## src/rtl/run_event_logger.sv

```systemverilog
// Run event logger: tracks qualifying runs from the run detector and
// queues {polarity, length} records in a show-ahead FIFO.
module run_event_logger #(
  parameter int LEN_W = 8,
  parameter int DEPTH = 4,
  parameter int CNT_W = 16
) (
  input  logic                   clk,
  input  logic                   reset_n,
  input  logic                   bit_in,
  input  logic                   run_in,
  input  logic                   clr,
  output logic                   out_valid,
  input  logic                   out_ready,
  output logic                   out_bit,
  output logic [LEN_W-1:0]       out_len,
  output logic [$clog2(DEPTH):0] fifo_count,
  output logic [CNT_W-1:0]       run_count,
  output logic                   overflow
);

  localparam int AW = $clog2(DEPTH);
  localparam int CW = AW + 1;

  typedef enum logic {
    IDLE,
    IN_RUN
  } state_e;

  typedef struct packed {
    logic             pol;
    logic [LEN_W-1:0] len;
  } rec_t;

  state_e           state_q, state_d;
  logic             bit_d_q;
  logic             run_d_q;
  logic             pol_q, pol_d;
  logic [LEN_W-1:0] len_q, len_d;

  rec_t             mem_q [DEPTH];
  logic [AW-1:0]    wr_ptr_q, wr_ptr_d;
  logic [AW-1:0]    rd_ptr_q, rd_ptr_d;
  logic [CW-1:0]    cnt_q, cnt_d;
  logic [CNT_W-1:0] run_cnt_q, run_cnt_d;
  logic             ovf_q, ovf_d;

  logic             start;
  logic             push;
  logic             pop;
  logic             full;
  logic             push_ok;
  logic             drop;
  rec_t             wr_rec;
  rec_t             head;

  assign start   = (state_q == IDLE) && run_in && !run_d_q;
  assign push    = (state_q == IN_RUN) && !run_in;
  assign pop     = (cnt_q != '0) && out_ready;
  assign full    = (cnt_q == CW'(DEPTH));
  assign push_ok = push && (!full || pop);
  assign drop    = push && !push_ok;
  assign wr_rec  = '{pol: pol_q, len: len_q};

  // Run tracker next state: open on rising run flag, grow, close on fall
  always_comb begin
    state_d = state_q;
    pol_d   = pol_q;
    len_d   = len_q;
    unique case (state_q)
      IDLE: begin
        if (start) begin
          state_d = IN_RUN;
          pol_d   = bit_d_q;
          len_d   = LEN_W'(3);
        end
      end
      IN_RUN: begin
        if (!run_in) begin
          state_d = IDLE;
        end else if (len_q != '1) begin
          len_d = len_q + 1'b1;
        end
      end
      default: state_d = IDLE;
    endcase
  end

  // FIFO pointers/occupancy plus run counter and sticky overflow
  always_comb begin
    wr_ptr_d  = wr_ptr_q;
    rd_ptr_d  = rd_ptr_q;
    cnt_d     = cnt_q;
    run_cnt_d = clr ? '0 : run_cnt_q;
    ovf_d     = clr ? 1'b0 : ovf_q;
    if (push_ok) wr_ptr_d = wr_ptr_q + 1'b1;
    if (pop)     rd_ptr_d = rd_ptr_q + 1'b1;
    unique case ({push_ok, pop})
      2'b10:   cnt_d = cnt_q + 1'b1;
      2'b01:   cnt_d = cnt_q - 1'b1;
      default: cnt_d = cnt_q;
    endcase
    if (start) run_cnt_d = run_cnt_d + 1'b1;
    if (drop)  ovf_d = 1'b1;
  end

  // Input delay taps and tracker state
  always_ff @(posedge clk or negedge reset_n) begin
    if (!reset_n) begin
      bit_d_q <= 1'b0;
      run_d_q <= 1'b0;
      state_q <= IDLE;
      pol_q   <= 1'b0;
      len_q   <= '0;
    end else begin
      bit_d_q <= bit_in;
      run_d_q <= run_in;
      state_q <= state_d;
      pol_q   <= pol_d;
      len_q   <= len_d;
    end
  end

  // Record storage, cleared so the head never shows X
  always_ff @(posedge clk or negedge reset_n) begin
    if (!reset_n) begin
      for (int i = 0; i < DEPTH; i++) mem_q[i] <= '0;
    end else if (push_ok) begin
      mem_q[wr_ptr_q] <= wr_rec;
    end
  end

  // FIFO control, run counter and overflow flag
  always_ff @(posedge clk or negedge reset_n) begin
    if (!reset_n) begin
      wr_ptr_q  <= '0;
      rd_ptr_q  <= '0;
      cnt_q     <= '0;
      run_cnt_q <= '0;
      ovf_q     <= 1'b0;
    end else begin
      wr_ptr_q  <= wr_ptr_d;
      rd_ptr_q  <= rd_ptr_d;
      cnt_q     <= cnt_d;
      run_cnt_q <= run_cnt_d;
      ovf_q     <= ovf_d;
    end
  end

  assign head       = mem_q[rd_ptr_q];
  assign out_valid  = (cnt_q != '0);
  assign out_bit    = head.pol;
  assign out_len    = head.len;
  assign fifo_count = cnt_q;
  assign run_count  = run_cnt_q;
  assign overflow   = ovf_q;

endmodule

```

## config.mk

```make
export PLATFORM = sky130hd
export DESIGN_NAME = run_event_logger
export DESIGN_NICKNAME = d
export VERILOG_FILES = /design/src/rtl/run_event_logger.sv
export SDC_FILE = /design/constraint.sdc
export NUM_CORES = 1
export LEC_CHECK = 0
export ABC_AREA = 1
export ABC_CLOCK_PERIOD_IN_PS = 2500
export CORE_MARGIN = 2
export CORE_UTILIZATION = 62
export DETAILED_ROUTE_END_ITERATION = 6
export GPL_TIMING_DRIVEN = 0
export PLACE_DENSITY = 0.93
export SYNTH_ARGS = -nofsm -noshare
export SYNTH_HDL_FRONTEND = slang
export SYNTH_SLANG_ARGS = --single-unit
```

## constraint.sdc

```tcl
create_clock -name clk -period 2.5 [get_ports clk]
set_clock_uncertainty 0.1 [all_clocks]
set_input_delay 0.5 -clock clk [delete_from_list [all_inputs] [get_ports clk]]
set_output_delay 0.5 -clock clk [all_outputs]
set_load 0.02 [all_outputs]
```

==> metrics.md, run 1 <==
| Metric | Value |
|---|---|
| Type of element capturing the critical path | output port |
| Sort of element at the start of the critical path | flip-flop |
| Endpoint of the most critical register-to-register path | len_q[6]$_DFFE_PN0P_ |
| Top cells by area in the synthesized netlist | sky130_fd_sc_hd__dfrtp_1 47%, sky130_fd_sc_hd__nand2_1 13%, sky130_fd_sc_hd__o21ai_0 6.1% |
| Hold violation count in the final report | 0 |
| End of the critical path | out_len[3] |
| Total detailed-routing wirelength | 9491 um |
| Aggregate global routing overflow | 0 |
| Highest-delay cell along the critical path | sky130_fd_sc_hd__dfrtp_1 |
| Number of DRC violations after detailed routing | 0 |
| Post-synthesis instance area | 3837 um^2 |
| Number of storage elements in the synthesis netlist | 72 |
| Detailed Place HPWL | 6328 um |
| Finished Layout Cells | 599 |
| Gate count of the mapped netlist | 473 |
| Final critical delay including setup and external delays | 2408 ps |
| Per-instance average area after synthesis | 8.113 um^2 |
| Count of max-cap constraint violations | 0 |
| Deepest clock path buffer count | 2 |
| Part of the total power dissipated in combinational logic | 36.0% |
| Total negative slack | 0 ps |
| Number of nets with antenna violations after detailed routing | 0 |
| Internal power contribution | 2.805 mW |
| Setup repair after global routing missed its margin | true |
| Max-Slew Margin vs Limit | 39.85% |
| Outcome | complete, no violations |
| Final period utilization | 96.33% |
| Final standard cell utilization of the core | 76.22% |
| Vertical extent of the die | 82.67 um |
| Die Wd | 82.67 um |
| Min-Delay Path Class | input port to asynchronous set/reset pin |
| Worst vdd ir | 0.6666 mV |
| Largest fanout on the critical path | 10 |
| Number of synthesis warnings | 0 |
| Net switching power of the design | 1.644 mW |
| Leading cell types by count after synthesis | 137 x sky130_fd_sc_hd__nand2_1, 72 x sky130_fd_sc_hd__dfrtp_1, 50 x sky130_fd_sc_hd__nor2_1 |
| Global-route wire length before repair | 15,810 um |
| H-tree depth | 3 |
| Origin of the critical flop-to-flop path | len_q[1]$_DFFE_PN0P_ |
| Total instance count after detailed placement | 583 |
| Sink count of the clock tree | 72 |
| Power per standard cell area | 980.0 nW/um^2 |
| Share of the synthesized area in the top cell type | 46.95% |
| Antenna violations before repair | 0 |
| Number of primary I/O pins | 36 |
| Register-to-register setup slack | 610 ps |
| Pre-Repair DR Iteration Count | 5 |
| Number of antenna diodes | 0 |
| Worst stage delay on the critical path | 350 ps |
| Syn nets | 486 |
| Number of rows created at floorplan | 28 |
| Worst setup path startpoint | rd_ptr_q[0]$_DFFE_PN0P_ |
| Sequential cell area fraction in the yosys report | 46.95% |
| Area growth from synthesis to layout | 18.29% |
| Fill cell total of the finished layout | 401 |
| Arrival @ worst endpoint | 1810 ps |
| Clock network latency to the later pin of the worst-skew pair | 350 ps |
| Static leakage power | 2.197 nW |
| Die ar. | 6834 um^2 |
| Crit path buf inv count | 3 |
| Sequential share of power | 37.0% |
| Share of layout cells above drive strength 1 | 13.17% |
| Slew Limit Fails | 0 |
| Most used standard cell by instance count after synthesis | sky130_fd_sc_hd__nand2_1 |
| Vias per cell | 5.674 |
| Clock-pin slew reported for the worst setup and hold paths after clock tree synthesis | 80 ps |
| Number of vias in the routed layout | 3,399 |
| Data required time at the worst endpoint | 1900 ps |
| Average wire per standard cell | 15.84 um |
| Post-CTS Setup Bufs | 0 |
| Total of buffers placed on input and output ports | 35 |
| Maximum number of pins on one net before global-route repair | 73 |
| Fraction of power consumed by the clock network | 27.0% |
| First DRT Iteration DRCs | 306 |
| Transition at the pin with the smallest max-transition slack | 902.2 ps |
| Worst r2r path cells | 10 |
| Number of failing setup endpoints in the final timing report | 0 |
| WS Path Type | flip-flop to output port |
| Dominant cell type by area after synthesis | sky130_fd_sc_hd__dfrtp_1 |
| Number of buffers added by the clock tree synthesis step | 9 |
| Crit. path cell count | 5 |
| CTS tree | done |
| Async set-reset flop share out of synthesis | 100.0% |
| Number of enable flip-flop cells after synthesis | 0 |
| Most common cell on crit path | sky130_fd_sc_hd__clkbuf_2 |
| Switching Fraction | 36.95% |
| All-layer global routing usage | 30.87% |
| Initial core utilization | 64.43% |
| Number of nets in the finished design | 532 |
| Vias in the first global route | 3,324 |
| Gate family responsible for the most delay along the worst path | buffers and inverters |
| Routability Congestion | 0.8972 |
| Post-synth cell types | 36 |
| Highest attainable clock frequency | 0.4153 GHz |
| Placeable core region | 5956 um^2 |
| Ordered cell list for the critical path | clkbuf_2 -> clkbuf_2 -> nor2_1 -> o22ai_1 -> dlygate4sd2_1 |
| Dominant synthesized flop cell | sky130_fd_sc_hd__dfrtp_1 |
| CTS Root Buffer Type | sky130_fd_sc_hd__clkbuf_8 |
## placed cells by master, fill, tap and decap left out, types with 9 or more instances in the layout
master and n:
sky130_fd_sc_hd__clkdlybuf4s50_1 25, sky130_fd_sc_hd__nor2_1 50, sky130_fd_sc_hd__o22ai_1 9, sky130_fd_sc_hd__nand3_1 17, sky130_fd_sc_hd__dfrtp_1 72, sky130_fd_sc_hd__nand2_1 137, sky130_fd_sc_hd__inv_1 40, sky130_fd_sc_hd__dlygate4sd2_1 9
sky130_fd_sc_hd__o21a_1 12, sky130_fd_sc_hd__clkbuf_8 12, sky130_fd_sc_hd__o21ai_0 47, sky130_fd_sc_hd__xor2_1 11
## sequential cells by signal, indices dropped and copies added, names as in the netlist
| signal | count |
|---|---|
| run_count | 16 |
| wr_ptr_q | 2 |
| pol_q | 1 |
| bit_d_q | 1 |
| mem_q | 36 |
| fifo_count | 3 |
| run_d_q | 1 |
| len_q | 8 |
| rd_ptr_q | 2 |
| overflow | 1 |
| state_q | 1 |
## worst min path at each step
stage | start | endpoint | slack, ps | cells past startpoint
2_1_floorplan | reset_n | bit_d_q$_DFF_PN0_ | 100 | 0
3_3_place_gp | bit_d_q$_DFF_PN0_ | pol_q$_DFFE_PN0P_ | 330 | 2
3_5_place_dp | bit_d_q$_DFF_PN0_ | pol_q$_DFFE_PN0P_ | 350 | 2
4_1_cts | reset_n | mem_q[21]$_DFFE_PN0P_ | 220 | 1
5_1_grt | reset_n | mem_q[22]$_DFFE_PN0P_ | 260 | 1
6_report | reset_n | mem_q[22]$_DFFE_PN0P_ | 180 | 1
## layout make-up
class | count | area (um^2) | share of cell area (%)
clock buffer | 12 | 165.2 | 3.638
clock inverter | 4 | 98.84 | 2.178
buffer | 19 | 155.1 | 3.418
multi-input combinational | 335 | 1709 | 37.65
tap | 75 | 93.84 | 2.067
sequential | 72 | 1802 | 39.69
timing repair buffer | 35 | 336.6 | 7.415
inverter | 47 | 178.9 | 3.942
## stage by stage
step                instance area (um^2)  setup WS [ps]  power [mW]  hold slack, ps
finish                              4539          91.86       4.449           182.0
global route                        4539         -39.51       4.699           263.1
CTS                                 4539          123.7       4.423           217.0
detailed placement                  4279         -143.8       3.303           349.4
global placement                    4282          -1593       3.219           328.4
floorplan                           3837          623.7       2.663           104.4
## kinds of logic after synthesis
family                     after synthesis  synth area share, %
AOI/OAI and AO/OA                       77                11.22
and+or+nand+nor                        239                28.11
adders and majority gates                7                2.478
buffers and inverters                   66                8.510
DFF                                     72                46.95
xor gates and xnor gates                12                2.739
## power by group through the flow
stage / combinational (mW) / clock (mW) / sequential [mW]
floorplan: 1.02 / 0 / 1.65
global placement: 1.58 / 0 / 1.64
detailed placement: 1.64 / 0 / 1.67
CTS: 1.59 / 1.19 / 1.64
global route: 1.76 / 1.26 / 1.68
finish: 1.60 / 1.20 / 1.64
## layer usage
layer	global-route usage (%)	vias up	part of all wire, %	wire [um]
met5	0	-	0	0
met4	10.49	0	2.4	224
met3	6.739	28	6.4	607
met2	50.81	162	49	4668
met1	40.54	1612	42	3990
li1	-	1597	-	-
## repair_timing
action	in CTS	in global routing
hold buffers	0	0
gates resized for setup	14	0
endpoints found under the setup margin	9	1
Power figures use the tool's default switching activity.
==> inputs of run 2 (changes only) <==
ABC_CLOCK_PERIOD_IN_PS = 2800   (was 2500)
clock period = 2.8 ns   (was 2.5 ns; I/O delays follow)
==> run 2 against run 1 <==
Die area unchanged. Count of clock-buffer cells in the layout unchanged. Total power down 9.5%. Design area up 0.63%. Register-to-register slack better by 290 ps. Sequential power down 10%. Sequential cell count unchanged. Worst setup slack better by 6.2 ps. Utilization up 0.48 points. First-iteration DRC count down 2.3%. Sequential share of layout area down 0.25 points. Critical path depth unchanged. Critical path type unchanged.
==> metrics.md, run 2 (synthesis gave the netlist of run 1 again) <==
| Metric | Value |
|---|---|
| Final period utilization | 96.50% |
| Number of primary I/O pins | 36 (unchanged) |
| Total of buffers placed on input and output ports | 35 (unchanged) |
| CTS tree | done (unchanged) |
| Register-to-register setup slack | 900 ps (was 610 ps) |
| Routability Congestion | 0.8972 (unchanged) |
| Maximum number of pins on one net before global-route repair | 73 (unchanged) |
| Number of vias in the routed layout | 3,398 (was 3,399) |
| Setup repair after global routing missed its margin | false (was true) |
| Type of element capturing the critical path | output port (unchanged) |
| Slew Limit Fails | 0 (unchanged) |
| Clock network latency to the later pin of the worst-skew pair | 350 ps (about the same) |
| Count of max-cap constraint violations | 0 (unchanged) |
| Outcome | complete, no violations (unchanged) |
| Die Wd | 82.67 um (unchanged) |
| Number of nets with antenna violations after detailed routing | 0 (unchanged) |
| Final critical delay including setup and external delays | 2702 ps |
| Endpoint of the most critical register-to-register path | len_q[6]$_DFFE_PN0P_ (unchanged) |
| Worst setup path startpoint | rd_ptr_q[0]$_DFFE_PN0P_ (unchanged) |
| Largest Register | mem_q (unchanged) |
| Deepest clock path buffer count | 2 (unchanged) |
| All-layer global routing usage | 30.63% (was 30.87%) |
| Min-Delay Path Class | input port to asynchronous set/reset pin (unchanged) |
| Clock-pin slew reported for the worst setup and hold paths after clock tree synthesis | 80 ps (about the same) |
| Final standard cell utilization of the core | 76.70% (was 76.22%) |
| Pre-Repair DR Iteration Count | 5 (unchanged) |
| Origin of the critical flop-to-flop path | len_q[1]$_DFFE_PN0P_ (unchanged) |
| Post-CTS Setup Bufs | 0 (unchanged) |
| Antenna violations before repair | 0 (unchanged) |
| Total negative slack | 0 ps (unchanged) |
| CTS Root Buffer Type | sky130_fd_sc_hd__clkbuf_8 (unchanged) |
| Static leakage power | 2.264 nW (was 2.197 nW) |
| Number of failing setup endpoints in the final timing report | 0 (unchanged) |
| Highest attainable clock frequency | 0.3701 GHz |
| Initial core utilization | 64.43% (unchanged) |
| Sort of element at the start of the critical path | flip-flop (unchanged) |
| Final design instance area without fill | 4568 um^2 (was 4539 um^2) |
| Total instance count after detailed placement | 583 (unchanged) |
| Die ar. | 6834 um^2 (unchanged) |
| Max-Slew Margin vs Limit | 39.29% (was 39.85%) |
| Total detailed-routing wirelength | 9485 um (was 9491 um) |
| Hold bufs inserted after CTS | 0 (unchanged) |
| Number of nets in the finished design | 531 (was 532) |
| Power per standard cell area | 881.1 nW/um^2 (was 980.0 nW/um^2) |
| Placeable core region | 5956 um^2 (unchanged) |
| Vias in the first global route | 3,314 (was 3,324) |
| Data required time at the worst endpoint | 2140 ps (was 1900 ps) |
| Hold violation count in the final report | 0 (unchanged) |
| Number of rows created at floorplan | 28 (unchanged) |
| Area growth from synthesis to layout | 19.04% (was 18.29%) |
| Number of buffers added by the clock tree synthesis step | 9 (unchanged) |
| H-tree depth | 3 (unchanged) |
| Sink count of the clock tree | 72 (unchanged) |
| Largest register FFs | 36 (unchanged) |
| Vias per cell | 5.682 (was 5.674) |
| Aggregate global routing overflow | 0 (unchanged) |
| Number of DRC violations after detailed routing | 0 (unchanged) |
| Worst r2r path cells | 10 (unchanged) |
| Number of antenna diodes | 0 (unchanged) |
| Global-route wire length before repair | 15,720 um (was 15,810 um) |
| Transition at the pin with the smallest max-transition slack | 910.7 ps (was 902.2 ps) |
| Detailed Place HPWL | 6328 um (unchanged) |
| Leading cell types in the layout, fill and taps excluded | 137 x sky130_fd_sc_hd__nand2_1, 72 x sky130_fd_sc_hd__dfrtp_1, 50 x sky130_fd_sc_hd__nor2_1 (unchanged) |
| Worst hold slack | 245.2 ps (was 182.0 ps) |
| Fill cell total of the finished layout | 392 (was 401) |
| Largest fanout on the critical path | 10 (unchanged) |
| Worst vdd ir | 0.6220 mV (was 0.6666 mV) |
| WS Path Type | flip-flop to output port (unchanged) |
| Average wire per standard cell | 15.86 um (was 15.84 um) |
| Post-DP Area | 4279 um^2 (unchanged) |
| Vertical extent of the die | 82.67 um (unchanged) |
| Share of layout cells above drive strength 1 | 13.00% (was 13.17%) |
| Most common library cell in the layout ignoring fill and taps | sky130_fd_sc_hd__nand2_1 (unchanged) |
| First DRT Iteration DRCs | 299 (was 306) |
| Arrival @ worst endpoint | 2040 ps (was 1810 ps) |
| Finished Layout Cells | 598 (was 599) |
| End of the critical path | out_len[7] (was out_len[3]) |
==> run 2: cell count changes in the layout (fill, tap and decap cells not counted) <==
cell	before	now
sky130_fd_sc_hd__dlygate4sd2_1	9	0
sky130_fd_sc_hd__clkbuf_2	3	1
sky130_fd_sc_hd__dlymetal6s2s_1	0	8
sky130_fd_sc_hd__clkinvlp_4	0	1
sky130_fd_sc_hd__clkbuf_1	1	2
sky130_fd_sc_hd__clkinv_1	2	1
sky130_fd_sc_hd__clkdlybuf4s50_1	25	26
==> run 2: critical path: stages, from the launching register on <==
cell,delay [ps]
sky130_fd_sc_hd__dfrtp_1,390
sky130_fd_sc_hd__clkbuf_2,260
sky130_fd_sc_hd__clkbuf_4,250
sky130_fd_sc_hd__nor2_1,70
sky130_fd_sc_hd__o22ai_1,120
sky130_fd_sc_hd__clkdlybuf4s50_1,620
==> run 2: layout make-up <==
class / instances / area [um^2] / area share, %
well taps: 75 / 93.84 / 2.054
plain buffers: 18 / 148.9 / 3.259
inverters: 47 / 182.7 / 3.999
repair buffers: 35 / 367.9 / 8.053
flip-flops and latches: 72 / 1802 / 39.44
clock inverters: 4 / 98.84 / 2.164
clock buffers: 12 / 165.2 / 3.615
multi-input cells: 335 / 1709 / 37.41
==> run 2: layer usage <==
layer / up-vias / global-route usage, % / share of wire [%]
li1: 1588 / - / -
met1: 1641 / 40.11 / 43
met2: 141 / 50.40 / 49
met3: 28 / 6.848 / 6.1
met4: 0 / 10.49 / 2.4
met5: - / 0 / 0
==> run 2: where the power goes <==
part / total [mW] / internal, mW / switching (mW)
registers: 1.47 / 1.31 / 0.167
clock network: 1.07 / 0.667 / 0.403
logic: 1.48 / 0.586 / 0.895
total: 4.03 / 2.56 / 1.47
==> run 2: repair_timing <==
action                                  4_1_cts  5_1_grt
endpoints found under the setup margin        9        9
hold endpoints to repair                      0        0
gates resized for setup                       2       11
==> run 2: how the worst min path moves through the flow <==
stage / from / end / cells after the start
after global placement: bit_d_q$_DFF_PN0_ / pol_q$_DFFE_PN0P_ / 2
after CTS: reset_n / mem_q[21]$_DFFE_PN0P_ / 1
after floorplan: reset_n / bit_d_q$_DFF_PN0_ / 0
after detailed placement: bit_d_q$_DFF_PN0_ / pol_q$_DFFE_PN0P_ / 2
after global routing: reset_n / mem_q[22]$_DFFE_PN0P_ / 1
final: reset_n / mem_q[7]$_DFFE_PN0P_ / 1
==> run 2: stage by stage <==
stage	setup slack, ps	power (mW)
after floorplan	863.7	2.378
after global placement	-1353	2.874
after detailed placement	96.21	2.949
after CTS	48.82	4.017
after global routing	11.41	4.250
final	98.06	4.025
==> inputs of run 3 (changes only) <==
REMOVE_ABC_BUFFERS = 1   (was default)
SETUP_SLACK_MARGIN = 0.2   (was default)
==> run 3 against run 2 <==
Critical path depth rose by 1. Worst setup slack improved by 250 ps. Design area fell by 4.5%. Wire length fell by 8.7%. Sequential share of layout area rose by 2.0 points. Highest routed layer unchanged. Critical endpoint is now mem_q[25]$_DFFE_PN0P_. Via count fell by 3.6%. Die area did not move.
==> metrics.md, run 3 (synthesis gave the netlist of run 1 again) <==
| Metric | Value |
|---|---|
| Register-to-register setup slack | 420 ps (was 900 ps) |
| Leading cell types in the layout, fill and taps excluded | 137 x sky130_fd_sc_hd__nand2_1, 70 x sky130_fd_sc_hd__dfrtp_1, 48 x sky130_fd_sc_hd__nor2_1 (was 137 x sky130_fd_sc_hd__nand2_1, 72 x sky130_fd_sc_hd__dfrtp_1, 50 x sky130_fd_sc_hd__nor2_1) |
| Transition at the pin with the smallest max-transition slack | 895.7 ps (was 910.7 ps) |
| Hold violation count in the final report | 0 (unchanged) |
| Part of the total power dissipated in combinational logic | 35.8% (was 36.8%) |
| Number of antenna diodes | 0 (unchanged) |
| Internal power contribution | 2.301 mW (was 2.560 mW) |
| Clock network latency to the later pin of the worst-skew pair | 350 ps (about the same) |
| Total detailed-routing wirelength | 8664 um (was 9485 um) |
| H-tree depth | 3 (unchanged) |
| Static leakage power | 2.132 nW (was 2.264 nW) |
| Highest attainable clock frequency | 0.4074 GHz (was 0.3701 GHz) |
| Pre-Repair DR Iteration Count | 6 (was 5) |
| Total negative slack | 0 ps (unchanged) |
| Number of nets with antenna violations after detailed routing | 0 (unchanged) |
| Global-route wire length before repair | 14,370 um (was 15,720 um) |
| Count of max-cap constraint violations | 0 (unchanged) |
| Sort of element at the start of the critical path | input port (was flip-flop) |
| Type of element capturing the critical path | flip-flop (was output port) |
| All-layer global routing usage | 27.96% (was 30.63%) |
| Largest register FFs | 36 (unchanged) |
| Largest fanout on the critical path | 31 (was 10) |
| Routability Congestion | 0.8536 (was 0.8972) |
| Number of DRC violations after detailed routing | 0 (unchanged) |
| Clock-pin slew reported for the worst setup and hold paths after clock tree synthesis | 70 ps (was 80 ps) |
| Worst vdd ir | 0.5830 mV (was 0.6220 mV) |
| Area growth from synthesis to layout | 13.73% (was 19.04%) |
| Sink count of the clock tree | 72 (unchanged) |
| Detailed Place HPWL | 5598 um (was 6328 um) |
| Number of nets in the finished design | 514 (was 531) |
| Number of buffers added by the clock tree synthesis step | 9 (unchanged) |
| Number of failing setup endpoints in the final timing report | 0 (unchanged) |
| Final period utilization | 87.66% (was 96.50%) |
| Placeable core region | 5956 um^2 (unchanged) |
| Antenna violations before repair | 0 (unchanged) |
| Maximum number of pins on one net before global-route repair | 73 (unchanged) |
| Final critical delay including setup and external delays | 2455 ps (was 2702 ps) |
| Die Wd | 82.67 um (unchanged) |
| Largest Register | mem_q (unchanged) |
| Worst r2r path cells | 6 (was 10) |
| Sum of met3 wire segment lengths after detailed routing | 509 um (was 579 um) |
| Share of layout cells above drive strength 1 | 11.07% (was 13.00%) |
| Total instance count after detailed placement | 564 (was 583) |
| Initial core utilization | 64.43% (unchanged) |
| CTS tree | done (unchanged) |
| Most common library cell in the layout ignoring fill and taps | sky130_fd_sc_hd__nand2_1 (unchanged) |
| WS Path Type | input port to flip-flop (was flip-flop to output port) |
| Origin of the critical flop-to-flop path | state_q$_DFF_PN0_ (was len_q[1]$_DFFE_PN0P_) |
| Arrival @ worst endpoint | 2600 ps (was 2040 ps) |
| Number of vias in the routed layout | 3,274 (was 3,398) |
| First DRT Iteration DRCs | 243 (was 299) |
| Vias in the first global route | 3,138 (was 3,314) |
| Power per standard cell area | 852.6 nW/um^2 (was 881.1 nW/um^2) |
| Number of primary I/O pins | 36 (unchanged) |
| Met2 wirelength from detailed routing | 4447 um (was 4641 um) |
| Deepest clock path buffer count | 2 (unchanged) |
| Data required time at the worst endpoint | 2950 ps (was 2140 ps) |
| Slew Limit Fails | 0 (unchanged) |
| Sequential share of power | 41.5% (was 36.6%) |
| Uppermost layer routed | met4 (unchanged) |
| Die ar. | 6834 um^2 (unchanged) |
| Vias per cell | 5.635 (was 5.682) |
| Number of rows created at floorplan | 28 (unchanged) |
| CTS Root Buffer Type | sky130_fd_sc_hd__clkbuf_8 (unchanged) |
| Wire length the detailed router placed on met1 | 3509 um (was 4036 um) |
| Outcome | complete, no violations (unchanged) |
| Max-Slew Margin vs Limit | 40.29% (was 39.29%) |
| Min-Delay Path Class | input port to asynchronous set/reset pin (unchanged) |
| Net switching power of the design | 1.420 mW (was 1.465 mW) |
| Average wire per standard cell | 14.91 um (was 15.86 um) |
| Setup repair after global routing missed its margin | false (unchanged) |
| Vertical extent of the die | 82.67 um (unchanged) |
| Finished Layout Cells | 581 (was 598) |
| Total of buffers placed on input and output ports | 35 (unchanged) |
| Endpoint of the most critical register-to-register path | mem_q[25]$_DFFE_PN0P_ (was len_q[6]$_DFFE_PN0P_) |
| Aggregate global routing overflow | 0 (unchanged) |
| Switching Fraction | 38.15% (was 36.40%) |
| Fraction of power consumed by the clock network | 22.7% (was 26.6%) |
| Hold bufs inserted after CTS | 0 (unchanged) |
==> run 3: changes by cell type in the layout (fill, tap and decap cells not counted), moves of 2 or more <==
| cell | before | now |
|---|---|---|
| sky130_fd_sc_hd__dlymetal6s2s_1 | 8 | 6 |
| sky130_fd_sc_hd__buf_2 | 3 | 0 |
| sky130_fd_sc_hd__buf_4 | 6 | 2 |
| sky130_fd_sc_hd__dlygate4sd2_1 | 0 | 3 |
| sky130_fd_sc_hd__nor2_2 | 7 | 9 |
| sky130_fd_sc_hd__dfrtp_1 | 72 | 70 |
| sky130_fd_sc_hd__clkinv_2 | 0 | 2 |
| sky130_fd_sc_hd__nor2_1 | 50 | 48 |
| sky130_fd_sc_hd__bufinv_16 | 3 | 1 |
| sky130_fd_sc_hd__buf_6 | 5 | 0 |
==> run 3: layout make-up <==
type                            instances  area, um^2
Sequential cell                        72        1807
Multi-Input combinational cell        335        1714
Fill cell                             433        1592
Timing Repair Buffer                   36       366.6
Inverter                               47       183.9
Clock buffer                           13       158.9
Tap cell                               75       93.84
Clock inverter                          3       40.04
==> run 3: critical path, cell delays in order <==
cell	delay, ps
sky130_fd_sc_hd__clkdlybuf4s50_1	520
sky130_fd_sc_hd__nor2_4	180
sky130_fd_sc_hd__nand2_2	320
sky130_fd_sc_hd__nor2_1	760
sky130_fd_sc_hd__nand2_1	120
sky130_fd_sc_hd__o21a_1	140
==> run 3: worst max-delay path by stage <==
stage | start | endpoint | slack [ps] | cells past startpoint
detailed placement | rd_ptr_q[0]$_DFFE_PN0P_ | out_len[7] | -250 | 4
floorplan | rd_ptr_q[0]$_DFFE_PN0P_ | out_bit | 790 | 3
global placement | reset_n | run_count[6]$_DFF_PN0_ | -1320 | 1
CTS | rd_ptr_q[0]$_DFFE_PN0P_ | out_len[7] | 200 | 4
global route | run_in | mem_q[25]$_DFFE_PN0P_ | 260 | 6
finish | run_in | mem_q[25]$_DFFE_PN0P_ | 350 | 6
==> run 3: power by group through the flow <==
stage          sequential [mW]  clock [mW]  combinational, mW
2_1_floorplan             1.52           0              0.809
4_1_cts                   1.54       0.838               1.35
5_1_grt                   1.58       0.884               1.47
6_report                  1.54       0.843               1.33
3_3_place_gp              1.54           0               1.27
3_5_place_dp              1.56           0               1.32
==> run 3: repair_timing <==
action / CTS / global route
gates resized for setup: 9 / 8
pin swaps: 0 / 0
buffers inserted: 1 / 0
setup endpoints to repair: 9 / 15
==> run 3: routing by layer <==
| layer | up-vias | GRT usage, % |
|---|---|---|
| met1 | 1574 | 33.81 |
| met3 | 25 | 5.761 |
| met5 | - | 0 |
| li1 | 1554 | - |
| met2 | 121 | 48.95 |
| met4 | 0 | 10.82 |
==> run 3: through the flow <==
stage	cell area, um^2	util, %	power [mW]	worst slack, ps	hold WS [ps]
detailed placement	4131	69.37	2.882	-245.6	344.7
finish	4364	73.28	3.721	345.4	211.3
CTS	4344	72.94	3.723	201.2	270.6
global route	4364	73.28	3.931	255.9	315.4
global placement	4134	69.41	2.811	-1321	334.4
floorplan	3690	-	2.326	788.5	164.4
